--- src/rtl/axi_lite_reg_dispatch_pkg.sv ---
// rtl/axi_lite_reg_dispatch_pkg.sv - shared constants for the register dispatcher
//
// Purpose: FSM state encodings and a width helper used by axi_lite_reg_dispatch.
// Ports:   none (package).

package axi_lite_reg_dispatch_pkg;

  // 3-bit state encodings, kept as plain constants for compatibility with older tooling.
  localparam logic [2:0] ST_IDLE    = 3'd0;
  localparam logic [2:0] ST_WR_WAIT = 3'd1;
  localparam logic [2:0] ST_RD_WAIT = 3'd2;
  localparam logic [2:0] ST_RESPOND = 3'd3;
  localparam logic [2:0] ST_RELEASE = 3'd4;

  // $clog2 that never returns 0, so single-entry ranges still get a 1-bit field.
  function automatic int clog2_min1(input int n);
    return (n <= 2) ? 1 : $clog2(n);
  endfunction

endpackage

--- src/rtl/axi_lite_reg_dispatch.sv ---
// rtl/axi_lite_reg_dispatch.sv - routes the AXI-Lite slave register interface onto NUM_DEVS banks
//
// Purpose: accepts one upstream register read/write at a time, decodes the bank index from
//          the upper address bits, strobes the selected bank for one cycle and waits for its
//          ack (bounded by TIMEOUT_CYCLES). Out-of-range or timed-out accesses complete with
//          o_reg_invalid_addr=1 so the slave can answer DECERR.
// Ports:
//   clk, rst                     clock, synchronous active-high reset
//   i_reg_in_rdy / o_reg_in_ack_stb     upstream write request level / completion pulse
//   i_reg_out_req / o_reg_out_rdy_stb   upstream read request level / data-valid pulse
//   i_reg_address, i_reg_in_data        upstream address and write data
//   o_reg_out_data, o_reg_invalid_addr  read data and DECERR flag, held until next response
//   o_dev_wr_stb, o_dev_rd_stb          one-hot per-bank strobes, 1-cycle pulses
//   o_dev_address, o_dev_wdata          bank-local offset and write data
//   i_dev_ack, i_dev_rdata              per-bank ack pulses and flattened read data
//   o_busy                              high whenever not idle

module axi_lite_reg_dispatch
  import axi_lite_reg_dispatch_pkg::*;
#(
  parameter int ADDR_WIDTH     = 16,
  parameter int DATA_WIDTH     = 32,
  parameter int NUM_DEVS       = 4,
  parameter int DEV_ADDR_BITS  = 8,
  parameter int TIMEOUT_CYCLES = 255
) (
  input  logic                           clk,
  input  logic                           rst,
  input  logic                           i_reg_in_rdy,
  output logic                           o_reg_in_ack_stb,
  input  logic [ADDR_WIDTH-1:0]          i_reg_address,
  input  logic [DATA_WIDTH-1:0]          i_reg_in_data,
  input  logic                           i_reg_out_req,
  output logic                           o_reg_out_rdy_stb,
  output logic [DATA_WIDTH-1:0]          o_reg_out_data,
  output logic                           o_reg_invalid_addr,
  output logic [NUM_DEVS-1:0]            o_dev_wr_stb,
  output logic [NUM_DEVS-1:0]            o_dev_rd_stb,
  output logic [DEV_ADDR_BITS-1:0]       o_dev_address,
  output logic [DATA_WIDTH-1:0]          o_dev_wdata,
  input  logic [NUM_DEVS-1:0]            i_dev_ack,
  input  logic [NUM_DEVS*DATA_WIDTH-1:0] i_dev_rdata,
  output logic                           o_busy
);

  localparam int IDX_W = clog2_min1(NUM_DEVS);
  localparam int CNT_W = clog2_min1(TIMEOUT_CYCLES + 1);
  localparam int HI_W  = ADDR_WIDTH - DEV_ADDR_BITS;

  logic [2:0]               state_q,      state_d;
  logic [IDX_W-1:0]         idx_q,        idx_d;
  logic [CNT_W-1:0]         cnt_q,        cnt_d;
  logic [NUM_DEVS-1:0]      wr_stb_q,     wr_stb_d;
  logic [NUM_DEVS-1:0]      rd_stb_q,     rd_stb_d;
  logic [DEV_ADDR_BITS-1:0] dev_addr_q,   dev_addr_d;
  logic [DATA_WIDTH-1:0]    dev_wdata_q,  dev_wdata_d;
  logic                     in_ack_q,     in_ack_d;
  logic                     out_rdy_q,    out_rdy_d;
  logic [DATA_WIDTH-1:0]    out_data_q,   out_data_d;
  logic                     invalid_q,    invalid_d;

  logic [HI_W-1:0]          req_idx;
  logic                     req_idx_ok;
  logic [NUM_DEVS-1:0]      req_onehot;
  logic                     sel_ack;
  logic [CNT_W-1:0]         cnt_inc;
  logic                     expire;
  logic [DATA_WIDTH-1:0]    rdata_sel;

  assign req_idx    = i_reg_address[ADDR_WIDTH-1:DEV_ADDR_BITS];
  assign req_idx_ok = (32'(req_idx) < NUM_DEVS);
  assign sel_ack    = i_dev_ack[idx_q];
  assign rdata_sel  = i_dev_rdata[idx_q*DATA_WIDTH +: DATA_WIDTH];
  assign cnt_inc    = cnt_q + CNT_W'(1);
  // Expiry is judged on the incremented value, so an ack on that same cycle still wins.
  assign expire     = (TIMEOUT_CYCLES != 0) && (cnt_inc == CNT_W'(TIMEOUT_CYCLES));

  always_comb begin
    req_onehot = '0;
    for (int i = 0; i < NUM_DEVS; i++) begin
      req_onehot[i] = (32'(req_idx) == i);
    end
  end

  always_comb begin
    state_d     = state_q;
    idx_d       = idx_q;
    cnt_d       = cnt_q;
    wr_stb_d    = '0;
    rd_stb_d    = '0;
    dev_addr_d  = dev_addr_q;
    dev_wdata_d = dev_wdata_q;
    in_ack_d    = 1'b0;
    out_rdy_d   = 1'b0;
    out_data_d  = out_data_q;
    invalid_d   = invalid_q;

    case (state_q)
      ST_IDLE: begin
        if (i_reg_in_rdy || i_reg_out_req) begin
          idx_d       = req_idx[IDX_W-1:0];
          dev_addr_d  = i_reg_address[DEV_ADDR_BITS-1:0];
          dev_wdata_d = i_reg_in_data;
          cnt_d       = '0;
          if (!req_idx_ok) begin
            // No bank behind this index: answer straight away with DECERR.
            invalid_d = 1'b1;
            state_d   = ST_RESPOND;
            if (i_reg_in_rdy) begin
              in_ack_d = 1'b1;
            end else begin
              out_rdy_d  = 1'b1;
              out_data_d = '0;
            end
          end else if (i_reg_in_rdy) begin
            wr_stb_d = req_onehot;
            state_d  = ST_WR_WAIT;
          end else begin
            rd_stb_d = req_onehot;
            state_d  = ST_RD_WAIT;
          end
        end
      end

      ST_WR_WAIT, ST_RD_WAIT: begin
        if (sel_ack || expire) begin
          invalid_d = !sel_ack;
          state_d   = ST_RESPOND;
          if (state_q == ST_WR_WAIT) begin
            in_ack_d = 1'b1;
          end else begin
            out_rdy_d  = 1'b1;
            out_data_d = sel_ack ? rdata_sel : '0;
          end
        end
        // Counter saturates at the expiry value; it stays parked while the timeout is disabled.
        if (!sel_ack && (TIMEOUT_CYCLES != 0)) begin
          cnt_d = cnt_inc;
        end
      end

      ST_RESPOND: begin
        state_d = ST_RELEASE;
      end

      ST_RELEASE: begin
        // The slave keeps its request high through its own response phase; wait it out.
        if (!i_reg_in_rdy && !i_reg_out_req) begin
          state_d = ST_IDLE;
        end
      end

      default: begin
        state_d = ST_IDLE;
      end
    endcase
  end

  always_ff @(posedge clk) begin
    if (rst) begin
      state_q     <= ST_IDLE;
      idx_q       <= '0;
      cnt_q       <= '0;
      wr_stb_q    <= '0;
      rd_stb_q    <= '0;
      dev_addr_q  <= '0;
      dev_wdata_q <= '0;
      in_ack_q    <= 1'b0;
      out_rdy_q   <= 1'b0;
      out_data_q  <= '0;
      invalid_q   <= 1'b0;
    end else begin
      state_q     <= state_d;
      idx_q       <= idx_d;
      cnt_q       <= cnt_d;
      wr_stb_q    <= wr_stb_d;
      rd_stb_q    <= rd_stb_d;
      dev_addr_q  <= dev_addr_d;
      dev_wdata_q <= dev_wdata_d;
      in_ack_q    <= in_ack_d;
      out_rdy_q   <= out_rdy_d;
      out_data_q  <= out_data_d;
      invalid_q   <= invalid_d;
    end
  end

  assign o_reg_in_ack_stb   = in_ack_q;
  assign o_reg_out_rdy_stb  = out_rdy_q;
  assign o_reg_out_data     = out_data_q;
  assign o_reg_invalid_addr = invalid_q;
  assign o_dev_wr_stb       = wr_stb_q;
  assign o_dev_rd_stb       = rd_stb_q;
  assign o_dev_address      = dev_addr_q;
  assign o_dev_wdata        = dev_wdata_q;
  assign o_busy             = (state_q != ST_IDLE);

endmodule
--- config.mk ---
export PLATFORM = sky130hd
export DESIGN_NAME = axi_lite_reg_dispatch
export DESIGN_NICKNAME = d
export VERILOG_FILES = /design/src/rtl/axi_lite_reg_dispatch_pkg.sv /design/src/rtl/axi_lite_reg_dispatch.sv
export SDC_FILE = /design/constraint.sdc
export NUM_CORES = 1
export LEC_CHECK = 0
export CAP_MARGIN = 20
export CORE_MARGIN = 2
export CORE_UTILIZATION = 35
export DETAILED_ROUTE_END_ITERATION = 7
export PLACE_DENSITY = 0.86
export SLEW_MARGIN = 20
export SYNTH_ARGS = -nofsm -noshare
export SYNTH_HDL_FRONTEND = slang
export SYNTH_SLANG_ARGS = --single-unit
--- constraint.sdc ---
create_clock -name clk -period 1.9 [get_ports clk]
set_clock_uncertainty 0.15 [all_clocks]
set_input_delay 0.38 -clock clk [delete_from_list [all_inputs] [get_ports clk]]
set_output_delay 0.38 -clock clk [all_outputs]
set_load 0.02 [all_outputs]
Word-level counts from Yosys, hierarchy flattened --
Cells that the tools add are included.
Word-level totals: register bits 96, input bits 184, output and inout bits 84
Operators by class: add/subtract/negate cells 1, magnitude comparators 2, eq/ne operators 15, shift operators 1, muxes and demuxes 34, bitwise logic cells 4, reduce and logical (&&, ||, !) cells 18
Operators by type and width (count):
- $mux W32 | 6
- $shiftx A128 B8 Y32 | 1
- $pmux W32 S2 | 1
- $eq A8 B2 Y1 const B | 2
- $mux W8 | 2
- $pmux W8 S2 | 1
- $mux W1 | 14
- $ne A2 B2 Y1 const B | 7
- $pmux W3 S4 | 1
- $reduce_or A5 Y1 | 2
- $mux W3 | 3
- $add A8 B1 Y8 const B | 1
- $eq A8 B1 Y1 const B | 1
- $eq A8 B8 Y1 const B | 1
- $logic_not A8 Y1 | 1
- $lt A8 B3 Y1 const B | 1
- $eq A3 B2 Y1 const B | 2
- $pmux W1 S2 | 3
- $reduce_and A3 Y1 | 2
- $reduce_and A6 Y1 | 1
- $mux W2 | 2
- $not A1 Y1 | 4
- $reduce_and A4 Y1 | 1
- $eq A3 B1 Y1 const B | 1
- other kinds (11) | 14

Longest topological paths before layout --
depth after elaboration 6, gate-level depth with buffers 8

Worst setup path after synthesis --
Ideal clock, no wire load.
kind flip-flop to flip-flop, start register idx_q[0], end register cnt_q[3], arrival 1.822 ns, data required time 1.680 ns, path slack -0.143 ns, cell stages (with the launch flop) 7, path buffers 1, clock period less this slack 2.043 ns, cell sequence dfxtp_1 > buf_6 > mux4_2 > a21oi_2 > o21bai_2 > or4_1 > a21oi_1
Between the ends: word-level cells in the longest chain between the ends 4
RTL lines:
- start, declared | line axi_lite_reg_dispatch.sv:51 | logic [IDX_W-1:0] idx_q, idx_d;
- start signal, assigned | line axi_lite_reg_dispatch.sv:174 | idx_q <= idx_d;
- $bmux W1 S2 | line axi_lite_reg_dispatch.sv:72 | assign sel_ack = i_dev_ack[idx_q];
- $mux W1 (implied by the code) | line axi_lite_reg_dispatch.sv:72
- $ne A2 B2 Y1 (no source line)
- $reduce_and A3 Y1 (no source line)
- end signal, assigned | line axi_lite_reg_dispatch.sv:175 | cnt_q <= cnt_d;
- end, declared | line axi_lite_reg_dispatch.sv:52 | logic [CNT_W-1:0] cnt_q, cnt_d;
Every way passes these cells. The select of a mux whose other input is x is not followed. A chain may end at the register's enable or synchronous reset.

Final worst setup path --
start register state_q[0], end register out_data_q[13] (netlist: o_reg_out_data[13])
Between the ends: word-level cells in the longest chain between the ends 4
RTL lines:
- start, declared | line axi_lite_reg_dispatch.sv:50 | logic [2:0] state_q, state_d;
- start signal, assigned | line axi_lite_reg_dispatch.sv:173 | state_q <= state_d;
- $eq A3 B1 Y1 or $eq A3 B2 Y1 (tied branches) | line axi_lite_reg_dispatch.sv:98, axi_lite_reg_dispatch.sv:129
- $reduce_or A2 Y1 | line axi_lite_reg_dispatch.sv:98 | case (state_q)
- $ne A2 B2 Y1 (no source line) or $reduce_bool A2 Y1 (tied branches)
- $reduce_and A6 Y1 (no source line)
- end signal, assigned | line axi_lite_reg_dispatch.sv:182 | out_data_q <= out_data_d;
- end, declared | line axi_lite_reg_dispatch.sv:59 | logic [DATA_WIDTH-1:0] out_data_q, out_data_d;
Parallel ways exist; a longest one is shown, timed or not.

==> flow_summary.json <==
{
  "worstPathMaxFanout": 8,
  "finalMaxSlewViolations": 0,
  "drtAntennaViolNets": 0,
  "drt_iter0_drc": 404,
  "worstReg2RegStart": "state_q[0]$_SDFFE_PP0P_",
  "worstHoldStart": "o_dev_wdata[0]$_SDFFE_PP0P_",
  "synth_area_leaders": "dfxtp_1 41%, mux4_2 16%, nand2_1 10%",
  "vias": 5209,
  "syn-num-nets": 728,
  "drv_cap": 0,
  "crit_chain": "or4b_4 > a31oi_4 > buf_12 > o21a_4 > clkbuf_16 > a21oi_1 > o21ai_1",
  "hp-class": "reg2reg",
  "clk_pin_slew_ns": 0.07,
  "cts_tree": "built",
  "grt_pass1_wl_mm": 25.2,
  "route.met3.wl_mm": 1.13,
  "slowest_stage": "or4b_4",
  "clk_latency_ns": 0.34,
  "ys_ff_latch": 96,
  "synth_top_area_cell": "dfxtp_1",
  "crit_path_end_kind": "flip-flop",
  "fill_cells": 1026,
  "grt_max_degree": 43,
  "m1WireLength_mm": 6.67,
  "syn-mean-instance-area_um2": 8.58,
  "max-slew-margin-rel_pct": 67.8,
  "initial_core_util_pct": 35.5,
  "htree_levels": 3,
  "critPathBufInv": 2,
  "layout_setup_ws_ns": -0.0507,
  "holdBufCountCts": 0,
  "port_buffers": 267,
  "drc": 0,
  "track_usage_pct": 22.5,
  "yosys_warnings": 0,
  "cts_buffer_depth": 2,
  "arrival_ns": 2.08,
  "max_freq_ghz": 0.513,
  "overflow": 0,
  "outcome": "complete, but fails checks",
  "drive_above_1_share_pct": 16.8,
  "area_growth_pct": 80.4,
  "vias_per_cell": 5.16,
  "wire_per_inst_um": 16.9,
  "gp_congestion": 0.862,
  "top_layer": "met4",
  "core_area_mm2": 0.0131,
  "period_needed_ns": 1.95,
  "finalSetupViolations": 27,
  "cp.required_ns": 2.03,
  "diodes": 0,
  "totalWireLength_mm": 17.0,
  "cts.sinks": 96,
  "crit_type": "reg2reg",
  "hold_viol": 0,
  "fp.dieH_um": 119,
  "nets": 1015,
  "rsz0062_at_grt": "true",
  "p_leak_nw": 3.05,
  "antenna_found_initial": 0,
  "dp.final_hpwl_mm": 12.3,
  "numCtsBuffers": 9,
  "post_synth_inst_count": 542,
  "cts-root-buf": "clkbuf_16",
  "dr_wl_met2_mm": 8.83,
  "critPathLaunch": "state_q[0]$_SDFFE_PP0P_",
  "rows": 42,
  "die_w_um": 119,
  "fin_hold_ws_ns": 0.304,
  "synth_area_mm2": 0.00465,
  "slowest_delay_ns": 0.52,
  "synth.distinct_cells": 41,
  "max-vdd-ir-drop_uv": 597,
  "worstSetupStartpointType": "flip-flop",
  "grt_pass1_vias": 5014,
  "worst_slew_pin_slew_ns": 0.483,
  "power_density_mw_per_mm2": 1100,
  "finalCritPeriodShare_pct": 103,
  "die-area_mm2": 0.0142,
  "failed_checks": "setup timing",
  "yosysTopAreaCellShare_pct": 41.3,
  "critPathTopFamily": "compound AO/OA/AOI/OAI gates",
  "drtPass1Iterations": 5,
  "io_pins": 268,
  "ys_seq_area_share_pct": 41.3,
  "fin_tns_setup_ns": -0.509
}
-- synth_stat cells --
library cell / n
a2111o_1: 1
a211oi_1: 1
a21oi_1: 84
a21oi_2: 1
a221oi_1: 1
a311oi_1: 2
a31o_2: 1
a31oi_1: 4
a31oi_2: 1
a41oi_1: 2
and2_1: 1
and3_1: 3
buf_1: 1
buf_2: 13
buf_6: 1
clkbuf_1: 26
dfxtp_1: 96
ha_1: 2
inv_1: 4
mux2i_1: 1
mux4_2: 33
nand2_1: 127
nand2b_1: 6
nand3_1: 7
nand3b_1: 1
nand4b_1: 2
nor2_1: 22
nor2_2: 1
nor3_1: 40
nor3b_1: 2
nor4b_1: 1
o211a_1: 1
o21a_1: 2
o21ai_0: 8
o21ai_1: 35
o21bai_2: 1
or2_2: 1
or3_1: 2
or4_1: 1
or4b_1: 1
xnor2_1: 2
-- logic make-up (layout without fill, tap and decap cells) --
kind of cell,Yosys count,in the layout,synth area share [%]
DFF,96,96,41.3
buffers and inverters,45,337,4.15
adders and majority gates,2,2,0.538
xor gates and xnor gates,2,2,0.377
and+or+nand+nor,218,218,20.4
muxes,34,34,16.2
AOI/OAI and AO/OA,145,145,17.0
-- where the power goes --
group	switching [mW]	internal (mW)
clock	0.815	1.10
sequential	0.232	2.43
combinational	2.42	2.25
total	3.47	5.78
-- stage by stage --
| step | setup slack (ns) | total power, mW | area (um^2) | util [%] | cells |
|---|---|---|---|---|---|
| 3_5_place_dp | -0.516 | 7.11 | 7770 | 59.4 | 982 |
| 2_1_floorplan | -0.0927 | 5.01 | 4680 | - | 542 |
| 5_1_grt | -0.0890 | 9.76 | 8380 | 64.1 | 1010 |
| 4_1_cts | -0.0657 | 9.10 | 8130 | 62.1 | 1001 |
| 3_3_place_gp | -0.447 | 7.04 | 7770 | 59.4 | 982 |
| 6_report | -0.0507 | 9.25 | 8380 | 64.1 | 1010 |
-- final timing paths --
kind                                     endpoint  slack [ns]  cells past startpoint
setup / recovery  o_reg_out_data[13]$_SDFFE_PP0P_       -0.05                      7
hold / removal        o_dev_wdata[0]$_SDFFE_PP0P_        0.30                      2
setup reg to reg  o_reg_out_data[13]$_SDFFE_PP0P_       -0.05                      7
hold reg to reg       o_dev_wdata[0]$_SDFFE_PP0P_        0.30                      2
-- tightest hold or removal path: stages, from the launching register on --
cell,delay (ns)
dfxtp_1,0.31
nand2_1,0.05
a21oi_1,0.05
-- per-layer routing --
layer  track usage [%]  vias to the layer above
li1                  -                     2518
met1              24.7                     2452
met2              40.5                      204
met3              7.04                       35
met4              8.04                        0
met5                 0                        -
-- final cells by class --
type,instances,area [um^2],area share (%)
Clock buffer,11,253,3.01
Tap cell,176,220,2.63
Timing Repair Buffer,317,3240,38.7
Sequential cell,96,1930,23.0
Clock inverter,5,62.6,0.746
Multi-Input combinational cell,401,2670,31.8
Inverter,4,15.0,0.179
-- registers in the layout, indices dropped and copies added (netlist names) --
signal	flops
o_reg_out_rdy_stb	1
state_q	3
o_reg_in_ack_stb	1
o_dev_wdata	32
o_dev_address	8
idx_q	2
o_dev_wr_stb	4
cnt_q	8
o_reg_out_data	32
o_dev_rd_stb	4
o_reg_invalid_addr	1
-- placed cells by master (no fill, tap or decap), drive strengths merged, types with 2 or more instances in the layout --
cell and instances:
clkdlybuf4s50 254, nand4b 2, a311oi 2, dlymetal6s2s 7, o21a 2, a41oi 2
nor3 40, nor2 23, mux4 33, a21oi 85, nor3b 2, inv 6
xnor2 2, ha 2, and3 3, clkinvlp 2, clkbuf 16, a31oi 5
dfxtp 96, buf 47, or3 2, nand2b 6, nand2 127, dlygate4sd2 4
nand3 7, o21ai 43
-- repair_timing --
item	4_1_cts	5_1_grt
setup endpoints to repair	43	48
setup buffers	3	3
endpoints found under the hold margin	0	0
cloned	0	6
pin swaps	0	8
resized for setup	12	32
Power figures use the tool's default switching activity.
